## src/rtl/sum_accumulator_pkg.sv

```systemverilog
// Shared types and default widths for the block-sum accumulator.
//   DEF_W       : adder operand/sum width (input beat is DEF_W+1 bits)
//   DEF_ACC_W   : running-total width
//   DEF_COUNT_N : beats per block
//   state_t     : accumulator FSM encoding
package sum_accumulator_pkg;

    localparam int DEF_W       = 4;
    localparam int DEF_ACC_W   = 8;
    localparam int DEF_COUNT_N = 4;

    typedef enum logic [1:0] {
        IDLE  = 2'd0,
        ACCUM = 2'd1,
        HOLD  = 2'd2
    } state_t;

endpackage

```

## src/rtl/sum_accumulator_if.sv

```systemverilog
// Beat input and block-result output of the accumulator.
//   in_valid/in_ready   : beat handshake, payload {in_cout, in_sum}
//   out_valid/out_ready : result handshake, payload out_acc / out_ovf
// master = upstream adder + downstream consumer side, slave = accumulator.
interface sum_accumulator_if
    import sum_accumulator_pkg::*;
#(
    parameter int W     = DEF_W,
    parameter int ACC_W = DEF_ACC_W
);
    logic             in_valid;
    logic             in_ready;
    logic [W-1:0]     in_sum;
    logic             in_cout;
    logic             out_valid;
    logic             out_ready;
    logic [ACC_W-1:0] out_acc;
    logic             out_ovf;

    modport master (
        output in_valid, in_sum, in_cout, out_ready,
        input  in_ready, out_valid, out_acc, out_ovf
    );

    modport slave (
        input  in_valid, in_sum, in_cout, out_ready,
        output in_ready, out_valid, out_acc, out_ovf
    );
endinterface

```

## src/rtl/sum_accumulator.sv

```systemverilog
// Block-sum accumulator behind the 4-bit ripple adder.
// Adds COUNT_N beats of {cout, sum} into an ACC_W-bit total, then presents
// the total and a sticky overflow flag until the consumer accepts it.
// Ports:
//   clk   : rising-edge clock
//   rst   : asynchronous active-high reset
//   clear : synchronous abort of the partial or held block
//   bus   : beat/result handshakes (sum_accumulator_if.slave)
//
// state | meaning
// IDLE  | acc=0, cnt=0, waiting for the first beat of a block
// ACCUM | 1..COUNT_N-1 beats taken
// HOLD  | block total presented on out_valid, input stalled
module sum_accumulator
    import sum_accumulator_pkg::*;
#(
    parameter int W       = DEF_W,
    parameter int ACC_W   = DEF_ACC_W,
    parameter int COUNT_N = DEF_COUNT_N
)(
    input  logic              clk,
    input  logic              rst,
    input  logic              clear,
    sum_accumulator_if.slave  bus
);
    localparam int              CNT_W    = $clog2(COUNT_N + 1);
    localparam logic [CNT_W-1:0] LAST_CNT = CNT_W'(COUNT_N - 1);

    state_t           r_state;
    state_t           w_state_nxt;
    logic [ACC_W-1:0] r_acc;
    logic             r_ovf;
    logic [CNT_W-1:0] r_cnt;
    logic             r_out_valid;

    logic             w_in_ready;
    logic             w_take;
    logic             w_last;
    logic             w_out_hs;
    logic [ACC_W:0]   w_beat;
    logic [ACC_W:0]   w_sum;

    always_comb begin
        w_in_ready = !rst && (r_state != HOLD);
        w_take     = bus.in_valid && w_in_ready;
        w_out_hs   = (r_state == HOLD) && bus.out_ready;
        // cnt holds beats already taken, so this beat is the block's last
        w_last     = (r_cnt == LAST_CNT);
        w_beat     = {{(ACC_W - W){1'b0}}, bus.in_cout, bus.in_sum};
        // one extra bit catches the carry out of the running total
        w_sum      = {1'b0, r_acc} + w_beat;
    end

    always_comb begin
        w_state_nxt = r_state;
        unique case (r_state)
            IDLE:    if (w_take) w_state_nxt = w_last ? HOLD : ACCUM;
            ACCUM:   if (w_take && w_last) w_state_nxt = HOLD;
            HOLD:    if (bus.out_ready) w_state_nxt = IDLE;
            default: w_state_nxt = IDLE;
        endcase
        if (clear) w_state_nxt = IDLE;
    end

    always_ff @(posedge clk or posedge rst) begin
        if (rst) begin
            r_state     <= IDLE;
            r_acc       <= '0;
            r_cnt       <= '0;
            r_ovf       <= 1'b0;
            r_out_valid <= 1'b0;
        end else begin
            r_state     <= w_state_nxt;
            r_out_valid <= (w_state_nxt == HOLD);
            if (clear || w_out_hs) begin
                r_acc <= '0;
                r_cnt <= '0;
                r_ovf <= 1'b0;
            end else if (w_take) begin
                r_acc <= w_sum[ACC_W-1:0];
                r_ovf <= r_ovf | w_sum[ACC_W];
                r_cnt <= w_last ? '0 : r_cnt + 1'b1;
            end
        end
    end

    assign bus.in_ready  = w_in_ready;
    assign bus.out_valid = r_out_valid;
    assign bus.out_acc   = r_acc;
    assign bus.out_ovf   = r_ovf;

endmodule
```

## src/flat_wrapper.sv

```systemverilog
// flat-port wrapper written by rule: the top's interface ports become plain ports
module sum_accumulator_flat import sum_accumulator_pkg::*;
#(
    parameter int W       = DEF_W,
    parameter int ACC_W   = DEF_ACC_W,
    parameter int COUNT_N = DEF_COUNT_N
)
  (clk, rst, clear, bus_in_valid, bus_in_sum, bus_in_cout, bus_out_ready, bus_in_ready, bus_out_valid, bus_out_acc, bus_out_ovf);
  sum_accumulator_if #(.W(W), .ACC_W(ACC_W)) bus_i ();
  input  logic clk;
  input  logic rst;
  input  logic clear;
  input wire logic [$bits(bus_i.in_valid)-1:0] bus_in_valid;
  input wire logic [$bits(bus_i.in_sum)-1:0] bus_in_sum;
  input wire logic [$bits(bus_i.in_cout)-1:0] bus_in_cout;
  input wire logic [$bits(bus_i.out_ready)-1:0] bus_out_ready;
  output wire logic [$bits(bus_i.in_ready)-1:0] bus_in_ready;
  output wire logic [$bits(bus_i.out_valid)-1:0] bus_out_valid;
  output wire logic [$bits(bus_i.out_acc)-1:0] bus_out_acc;
  output wire logic [$bits(bus_i.out_ovf)-1:0] bus_out_ovf;
  assign bus_i.in_valid = bus_in_valid;
  assign bus_i.in_sum = bus_in_sum;
  assign bus_i.in_cout = bus_in_cout;
  assign bus_i.out_ready = bus_out_ready;
  assign bus_in_ready = bus_i.in_ready;
  assign bus_out_valid = bus_i.out_valid;
  assign bus_out_acc = bus_i.out_acc;
  assign bus_out_ovf = bus_i.out_ovf;
  sum_accumulator #(.W(W), .ACC_W(ACC_W), .COUNT_N(COUNT_N)) u_core (.clk(clk), .rst(rst), .clear(clear), .bus(bus_i));
endmodule
```

## config.mk

```make
export PLATFORM = sky130hd
export DESIGN_NAME = sum_accumulator_flat
export DESIGN_NICKNAME = d
export VERILOG_FILES = /design/src/rtl/sum_accumulator_pkg.sv /design/src/rtl/sum_accumulator_if.sv /design/src/rtl/sum_accumulator.sv /design/src/flat_wrapper.sv
export SDC_FILE = /design/constraint.sdc
export NUM_CORES = 1
export LEC_CHECK = 0
export CAP_MARGIN = 30
export CORE_MARGIN = 2
export CORE_UTILIZATION = 48
export CTS_CLUSTER_SIZE = 10
export DETAILED_ROUTE_END_ITERATION = 7
export PLACE_DENSITY = 0.78
export SYNTH_ARGS = -nofsm -noshare
export SYNTH_HDL_FRONTEND = slang
export SYNTH_SLANG_ARGS = --single-unit
```

## constraint.sdc

```tcl
create_clock -name clk -period 2.1 [get_ports clk]
set_input_delay 0.63 -clock clk [delete_from_list [all_inputs] [get_ports clk]]
set_output_delay 0.63 -clock clk [all_outputs]
set_load 0.005 [all_outputs]
```

==> results of run 1 <==
## cell type report
| type | instances | area, µm² |
|---|---|---|
| clock buffer | 3 | 22.5 |
| clock inverter | 1 | 5.00 |
| fill | 147 | 515 |
| sequential | 15 | 375 |
| multi-input combinational | 74 | 500 |
| timing repair buffer | 30 | 273 |
| inverter | 1 | 3.75 |
| tap | 25 | 31.3 |
## power by group through the flow
stage / Sequential [mW] / Combinational [mW] / Clock [mW]
final: 0.307 / 0.133 / 0.169
after CTS: 0.307 / 0.134 / 0.170
after floorplan: 0.312 / 0.0675 / 0
after global placement: 0.312 / 0.129 / 0
after global routing: 0.309 / 0.148 / 0.183
after detailed placement: 0.313 / 0.132 / 0
## placed cells by master, fill, tap and decap left out, drive strengths merged, types with 2 or more instances in the layout
master	n
a21oi	7
nand3	3
a211oi	2
dlygate4sd2	2
nand2	13
clkbuf	3
nand2b	3
or3	3
nor2	11
o21ai	3
mux2i	2
a31oi	2
dfrtp	15
a21o	2
ha	6
buf	10
clkdlybuf4s50	18
## logic make-up after synthesis
kind of cell | after synthesis | share of synthesized area (%)
and+or+nand+nor | 42 | 24.4
AOI/OAI and AO/OA | 22 | 17.2
xor gates and xnor gates | 1 | 0.994
muxes | 2 | 2.27
adders and majority gates | 7 | 10.8
buffers and inverters | 2 | 1.70
DFF | 15 | 42.6
## metrics by stage
stage                     power [mW]  setup WS, ns  hold slack (ns)
after floorplan                0.379        0.0808            0.467
after global placement         0.442        -0.408            0.486
after detailed placement       0.445        -0.468            0.492
after CTS                      0.611        0.0604            0.515
after global routing           0.640        0.0150            0.560
final                          0.610        0.0653            0.518
## sequential cells by signal, indices dropped and copies added, names as in the netlist
signal and flops:
u_core.bus.out_ovf 1, u_core.bus.out_valid 1, u_core.bus.out_acc 8, u_core.r_state 2, u_core.r_cnt 3
## per-layer routing
metal | share of wire (%) | routed length [µm] | track usage (%) | up-vias
li1 | - | - | - | 393
met3 | 7.0 | 142 | 2.69 | 2
met2 | 49 | 982 | 37.8 | 34
met1 | 43 | 872 | 29.1 | 380
met4 | 1.0 | 21 | 11.7 | 0
met5 | 0 | 0 | 0 | -
## final timing paths
| check | start | to | slack [ns] | cells past startpoint |
|---|---|---|---|---|
| setup / recovery | rst | bus_in_ready | 0.07 | 3 |
| hold / removal | u_core.r_state[1]$_DFF_PP0_ | u_core.r_state[0]$_DFF_PP0_ | 0.52 | 1 |
| setup reg to reg | u_core.bus.out_acc[0]$_DFFE_PP0P_ | u_core.bus.out_acc[6]$_DFFE_PP0P_ | 0.28 | 6 |
| hold reg to reg | u_core.r_state[1]$_DFF_PP0_ | u_core.r_state[0]$_DFF_PP0_ | 0.52 | 1 |
| max in group asynchronous | rst | u_core.bus.out_ovf$_DFFE_PP0P_ | 1.09 | 4 |
| min in group asynchronous | rst | u_core.r_state[0]$_DFF_PP0_ | 0.83 | 4 |
==> results.json, run 1 <==
{
  "status": "completed",
  "drt-total-wl_um": 2020,
  "worstPathRequired_ns": 1.47,
  "vias_per_cell": 5.43,
  "crit_buf_inv": 2,
  "post_cts_resized": 5,
  "max_stage_delay_ns": 0.48,
  "cts_root_buf": "clkbuf_4",
  "drv_slew": 0,
  "worstPathCellList": "clkdlybuf4s50_1, nor2_1, dlygate4sd2_1",
  "track_usage_pct": 22.8,
  "final_util_pct": 70.1,
  "ir_drop_mv": 0.391,
  "p_switching_mw": 0.168,
  "ant_nets": 0,
  "finalHoldViolations": 0,
  "fin_crit_sh_pct": 96.9,
  "pwr-share-clk_pct": 27.8,
  "core_um2": 1730,
  "grt-ovfl-total": 0,
  "wire_per_inst_um": 13.5,
  "p_per_area_nw_per_um2": 503,
  "synthArstFlopShare_pct": 100,
  "cap_violations": 0,
  "worst-path-max-fanout": 2,
  "io_buffers": 20,
  "synth_edf_count": 0,
  "synth.most_common_cell": "dfrtp_1",
  "place_inst": 145,
  "start_kind": "input port",
  "synth.top_cell.area_share_pct": 42.6,
  "dr.pass1.iters": 4,
  "cts_buffers": 3,
  "crit_slowest_cell": "clkdlybuf4s50_1",
  "cts_setup_buffers": 0,
  "start_util_pct": 51.0,
  "crit_arrival_ns": 1.40,
  "clk_path_buf_depth": 2,
  "dieWidth_um": 46.8,
  "placed_cell_area_um2": 1180,
  "synth-seq-area-share_pct": 42.6,
  "drtIter0Drc": 25,
  "io_pins": 21,
  "crit_path_end_kind": "output port",
  "cts.sinks": 15,
  "postSynthAreaPerCell_um2": 9.68,
  "crit_family": "buffers and inverters",
  "synthesis.area_um2": 881,
  "swShare_pct": 27.6,
  "drive_above_1_share_pct": 20.2,
  "p_int_mw": 0.442,
  "synth_ff_type": "dfrtp_1",
  "antenna_cells": 0,
  "p_leak_nw": 0.548,
  "setup_viol": 0,
  "cts_hold_buffers": 0,
  "syn_to_final_growth_pct": 37.5,
  "clock_latency_ns": 0.28,
  "die_area_um2": 2190,
  "min-delay-path-class": "flip-flop to flip-flop",
  "p_seq_share_pct": 50.4,
  "fmax_mhz": 491,
  "yosysUniqueCellTypes": 37,
  "synth_nets": 108,
  "die-height_um": 46.8,
  "grt_pass1_vias": 811,
  "worst_slew_pin_slew_ns": 0.349,
  "clock_skew_ns": 0.00449,
  "grt_antenna_before_repair": 0,
  "combinationalPowerShare_pct": 21.8,
  "hpwl_um": 1530,
  "ctsHtreeMaxLevel": 1,
  "synth_top_cell_by_area": "dfrtp_1",
  "synth_commonest_cells": "15 x dfrtp_1, 13 x nand2_1, 10 x nor2_1, 7 x a21oi_1, 6 x ha_1",
  "ys_warn_count": 0,
  "num_vias": 809,
  "grt_max_degree": 16,
  "cts_tree": "built",
  "fin_area_um2": 1210,
  "grt_pass1_wl_um": 3480,
  "synth-seq-cells": 15,
  "cts.clk_slew.worst_paths_ns": 0.10,
  "syn_inst": 91,
  "rows": 15,
  "synth_area_leaders": "dfrtp_1 43%, ha_1 8.5%, nand2_1 5.5%",
  "fin_setup_tns_ns": 0,
  "gp_congestion": 0.861,
  "fin_cells": 149,
  "drc": 0,
  "nets": 142,
  "fin_crit_ns": 2.03,
  "max_slew_margin_pct": 76.7,
  "rsz0062_at_grt": "no",
  "path_class": "input port to output port"
}
Power figures use the tool's default switching activity.
==> inputs of run 2 (changes only) <==
--- a/config.mk
+++ b/config.mk
@@ -14,3 +14,4 @@
 export SYNTH_ARGS = -nofsm -noshare
 export SYNTH_HDL_FRONTEND = slang
 export SYNTH_SLANG_ARGS = --single-unit
+export TNS_END_PERCENT = 20
==> run 2 against run 1 <==
Fmax about the same; hold slack improved by 0.0090 ns; routed wire length increased by 1.4%; largest power group unchanged; worst setup slack about the same; design area increased by 1.7%; highest routed layer unchanged; final cell count unchanged; sequential share of layout area decreased by 0.50 points; largest cell class unchanged; critical path type unchanged; clock power increased by 2%; sequential cell count unchanged; via count increased by 0.25%.
==> results.json, run 2 (same netlist as run 1, synthesis figures left out) <==
{
  "status": "completed",
  "ctsHtreeMaxLevel": 1,
  "placed_cell_area_um2": 1180,
  "power.total_mw": 0.619,
  "fin_cells": 149,
  "fin_area_um2": 1230,
  "setup_viol": 0,
  "dr_wl_met2_um": 995,
  "fin_crit_ns": 2.04,
  "ant_nets": 0,
  "wire_per_inst_um": 13.7,
  "wl_met1_um": 872,
  "path_class": "input port to output port",
  "cts.clk_slew.worst_paths_ns": 0.10,
  "drc": 0,
  "p_leak_nw": 0.564,
  "wl_met3_um": 162,
  "drt-total-wl_um": 2050,
  "cts_hold_buffers": 0,
  "die_area_um2": 2190,
  "fin_crit_sh_pct": 96.9,
  "max_slew_margin_pct": 77.8,
  "worst-path-max-fanout": 2,
  "clock_latency_ns": 0.29,
  "grt_max_degree": 16,
  "grt-ovfl-total": 0,
  "cts_tree": "built",
  "io_pins": 21,
  "drive_above_1_share_pct": 21.8,
  "vias_per_cell": 5.44,
  "core_um2": 1730,
  "clock_skew_ns": 0.00132,
  "hpwl_um": 1530,
  "cts.sinks": 15,
  "die-height_um": 46.8,
  "fmax_mhz": 491,
  "dieWidth_um": 46.8,
  "worstPathRequired_ns": 1.47,
  "routed.top_layer": "met4",
  "syn_to_final_growth_pct": 39.8,
  "max_stage_delay_ns": 0.48,
  "drtIter0Drc": 31,
  "crit_path_end_kind": "output port",
  "clk_path_buf_depth": 2,
  "final_util_pct": 71.3,
  "largest_reg_flops": 8,
  "layout_common_cells": "18 x clkdlybuf4s50_1, 15 x dfrtp_1, 13 x nand2_1",
  "grt_pass1_wl_um": 3460,
  "cts_buffers": 3,
  "rsz0062_at_grt": "no",
  "worst_slew_pin_slew_ns": 0.332,
  "cts_setup_buffers": 0,
  "ir_drop_mv": 0.390,
  "worstPathCellList": "clkdlybuf4s50_1, nor2_1, dlygate4sd2_1",
  "grt_antenna_before_repair": 0,
  "track_usage_pct": 22.7,
  "io_buffers": 20,
  "crit_slowest_cell": "clkdlybuf4s50_1",
  "gp_congestion": 0.861,
  "finalHoldViolations": 0,
  "drv_slew": 0,
  "num_vias": 811,
  "place_inst": 145,
  "final.fill_count": 145,
  "cap_violations": 0,
  "min-delay-path-class": "flip-flop to flip-flop",
  "p_per_area_nw_per_um2": 503,
  "rows": 15,
  "grt_pass1_vias": 816,
  "nets": 142,
  "final_common_cell": "clkdlybuf4s50_1",
  "start_util_pct": 51.0,
  "cts_root_buf": "clkbuf_4",
  "dr.pass1.iters": 4,
  "antenna_cells": 0,
  "fin_setup_tns_ns": 0,
  "start_kind": "input port",
  "crit_arrival_ns": 1.41
}
run 2: final timing paths:
path	startpoint	endpoint	slack, ns	depth (start not counted)
max	rst	bus_in_ready	0.06	3
min	u_core.r_state[1]$_DFF_PP0_	u_core.r_state[0]$_DFF_PP0_	0.53	1
max reg2reg	u_core.bus.out_acc[0]$_DFFE_PP0P_	u_core.bus.out_acc[4]$_DFFE_PP0P_	0.29	6
min reg2reg	u_core.r_state[1]$_DFF_PP0_	u_core.r_state[0]$_DFF_PP0_	0.53	1
max in group asynchronous	rst	u_core.bus.out_acc[4]$_DFFE_PP0P_	1.10	4
min in group asynchronous	rst	u_core.r_state[1]$_DFF_PP0_	0.83	4
run 2: what timing repair did:
action,4_1_cts,5_1_grt
resized for setup,3,5
pin swaps,0,5
setup endpoints to repair,4,4
gates cloned,0,0
run 2: layout make-up:
class | instances | area, µm² | area share (%)
multi-input combinational | 74 | 517 | 42.0
sequential | 15 | 375 | 30.5
timing repair buffer | 30 | 277 | 22.5
tap | 25 | 31.3 | 2.54
clock buffer | 3 | 22.5 | 1.83
clock inverter | 1 | 5.00 | 0.407
inverter | 1 | 3.75 | 0.305
run 2: where the power goes:
group / internal, mW / total, mW / switching (mW) / leakage [nW]
clock network: 0.0709 / 0.173 / 0.102 / 0.0177
logic: 0.0752 / 0.139 / 0.0640 / 0.340
registers: 0.298 / 0.307 / 0.00897 / 0.206
run 2: critical path: cells and delay by family:
kind / cells / cell delay [ns]
simple gates: 1 / 0.05
buf+inv: 2 / 0.73
run 2: metrics by stage:
step,worst slack (ns),hold slack (ns)
finish,0.0649,0.526
global placement,-0.408,0.486
global route,0.0100,0.560
detailed placement,-0.468,0.492
floorplan,0.0808,0.467
CTS,-0.00785,0.515
run 2: metal layers:
metal / vias to the layer above / track usage (%)
met5: - / 0
met4: 0 / 11.1
met3: 2 / 3.46
met2: 39 / 38.1
met1: 379 / 28.4
li1: 391 / -
==> inputs of run 3 (changes only) <==
--- a/config.mk
+++ b/config.mk
@@ -7,10 +7,11 @@
 export LEC_CHECK = 0
 export CAP_MARGIN = 30
 export CORE_MARGIN = 2
-export CORE_UTILIZATION = 48
+export CORE_UTILIZATION = 50
+export CTS_BUF_LIST = sky130_fd_sc_hd__clkbuf_8
 export CTS_CLUSTER_SIZE = 10
 export DETAILED_ROUTE_END_ITERATION = 7
-export PLACE_DENSITY = 0.78
+export PLACE_DENSITY = 0.8
 export SYNTH_ARGS = -nofsm -noshare
 export SYNTH_HDL_FRONTEND = slang
 export SYNTH_SLANG_ARGS = --single-unit
==> run 3 against run 2 <==
Utilization rose by 1.1 points; design area fell by 0.61%; count of clock-buffer cells in the layout did not move; global-route usage fell by 1.1 points; worst setup slack got worse by 0.0074 ns; sequential power barely moved; sequential share of layout area rose by 0.19 points; clock power rose by 38%; die area fell by 3.7%; critical path depth did not move; clock skew barely moved; sequential cell count did not move; largest power group unchanged.
==> results.json, run 3 (same netlist as run 1, synthesis figures left out) <==
{
  "p_leak_nw": 0.561,
  "core_um2": 1690,
  "fin_crit_ns": 2.04,
  "ant_nets": 0,
  "start_kind": "input port",
  "worstPathRequired_ns": 1.47,
  "cts.clk_slew.worst_paths_ns": 0.06,
  "place_inst": 136,
  "pre_cts_slack_ns": -0.448,
  "min-delay-path-class": "flip-flop to flip-flop",
  "min_from": "u_core.r_cnt[2]$_DFFE_PP0P_",
  "gp_congestion": 0.834,
  "grt_pass1_vias": 789,
  "fin_crit_sh_pct": 97.3,
  "drt-total-wl_um": 1940,
  "drc": 0,
  "reg2reg_slack_ns": 0.32,
  "rsz0062_at_grt": "no",
  "dieWidth_um": 46.0,
  "grt_pass1_wl_um": 3190,
  "fin_ws_ns": 0.0575,
  "track_usage_pct": 21.6,
  "die_area_um2": 2110,
  "worst_slew_pin_slew_ns": 0.339,
  "setup_viol": 0,
  "dr.pass1.iters": 4,
  "io_pins": 21,
  "final_common_cell": "clkdlybuf4s50_1",
  "start_util_pct": 52.1,
  "wire_per_inst_um": 13.9,
  "layout_common_cells": "18 x clkdlybuf4s50_1, 15 x dfrtp_1, 13 x nand2_1",
  "fmax_mhz": 490,
  "p_per_area_nw_per_um2": 557,
  "nets": 141,
  "drv_slew": 0,
  "crit_arrival_ns": 1.41,
  "hpwl_um": 1470,
  "r2r-end": "u_core.bus.out_acc[4]$_DFFE_PP0P_",
  "crit_path_end_kind": "output port",
  "status": "completed",
  "cts_buffers": 3,
  "antenna_cells": 0,
  "grt_antenna_before_repair": 0,
  "num_vias": 796,
  "cts.sinks": 15,
  "grt_max_degree": 16,
  "cts_setup_buffers": 0,
  "finalHoldViolations": 0,
  "worst-path-max-fanout": 2,
  "vias_per_cell": 5.69,
  "die-height_um": 46.0,
  "ctsHtreeMaxLevel": 1,
  "io_buffers": 20,
  "fin_cells": 140,
  "rows": 15,
  "clk_path_buf_depth": 2,
  "clock_latency_ns": 0.25,
  "clock_skew_ns": 0.00169,
  "fin_setup_tns_ns": 0,
  "reg2reg_depth": 6,
  "ir_drop_mv": 0.495,
  "reg2reg_from": "u_core.bus.out_acc[0]$_DFFE_PP0P_",
  "cts_root_buf": "clkbuf_8",
  "largest_reg_flops": 8,
  "cts_tree": "built",
  "grt-ovfl-total": 0,
  "syn_to_final_growth_pct": 38.9,
  "max_slew_margin_pct": 77.3,
  "worstHoldPathCells": 1,
  "whs_endpoint": "u_core.r_cnt[2]$_DFFE_PP0P_",
  "drtIter0Drc": 10,
  "drive_above_1_share_pct": 19.5,
  "cap_violations": 0,
  "path_class": "input port to output port"
}
run 3: worst max-delay path by stage:
stage,to,startpoint,depth (start not counted)
floorplan,u_core.bus.out_acc[4]$_DFFE_PP0P_,bus_in_sum[0],6
global placement,u_core.bus.out_acc[4]$_DFFE_PP0P_,bus_in_sum[0],7
detailed placement,u_core.bus.out_acc[4]$_DFFE_PP0P_,bus_in_sum[0],7
CTS,u_core.bus.out_acc[6]$_DFFE_PP0P_,bus_in_sum[0],7
global route,bus_in_ready,rst,3
finish,bus_in_ready,rst,3
run 3: area by class of cell:
cell class,instances,area (µm²)
multi-input cells,74,508
clock buffers,3,41.3
flip-flops and latches,15,375
well taps,17,21.3
fillers,145,465
repair buffers,29,269
inverters,1,3.75
clock inverters,1,5.00
run 3: repair_timing:
action                     in CTS  in global routing
hold buffers                    0                  0
resized for setup               3                  3
pin swaps                       0                  4
hold endpoints to repair        0                  0
setup endpoints to repair       4                  3
run 3: stage by stage:
stage          cell area (µm²)  hold WS [ns]  power, mW  utilization (%)
6_report                  1220         0.504      0.681             72.4
5_1_grt                   1220         0.525      0.711             72.4
2_1_floorplan              881         0.467      0.379                -
3_5_place_dp              1160         0.487      0.443             68.6
3_3_place_gp              1160         0.486      0.440             68.6
4_1_cts                   1210         0.507      0.683             71.7
run 3: worst max-delay path: stages:
cell,delay [ns]
clkdlybuf4s50_1,0.48
nor2_1,0.05
dlygate4sd2_1,0.25
run 3: report_power, final:
part	switching, mW	internal [mW]
Sequential	0.00910	0.299
Clock	0.107	0.132
Combinational	0.0613	0.0735
run 3: per-layer routing:
layer / track usage [%] / share of wire, %
met5: 0 / 0
met2: 36.9 / 49
met4: 10.3 / 2.1
met1: 25.8 / 45
met3: 3.97 / 4.5
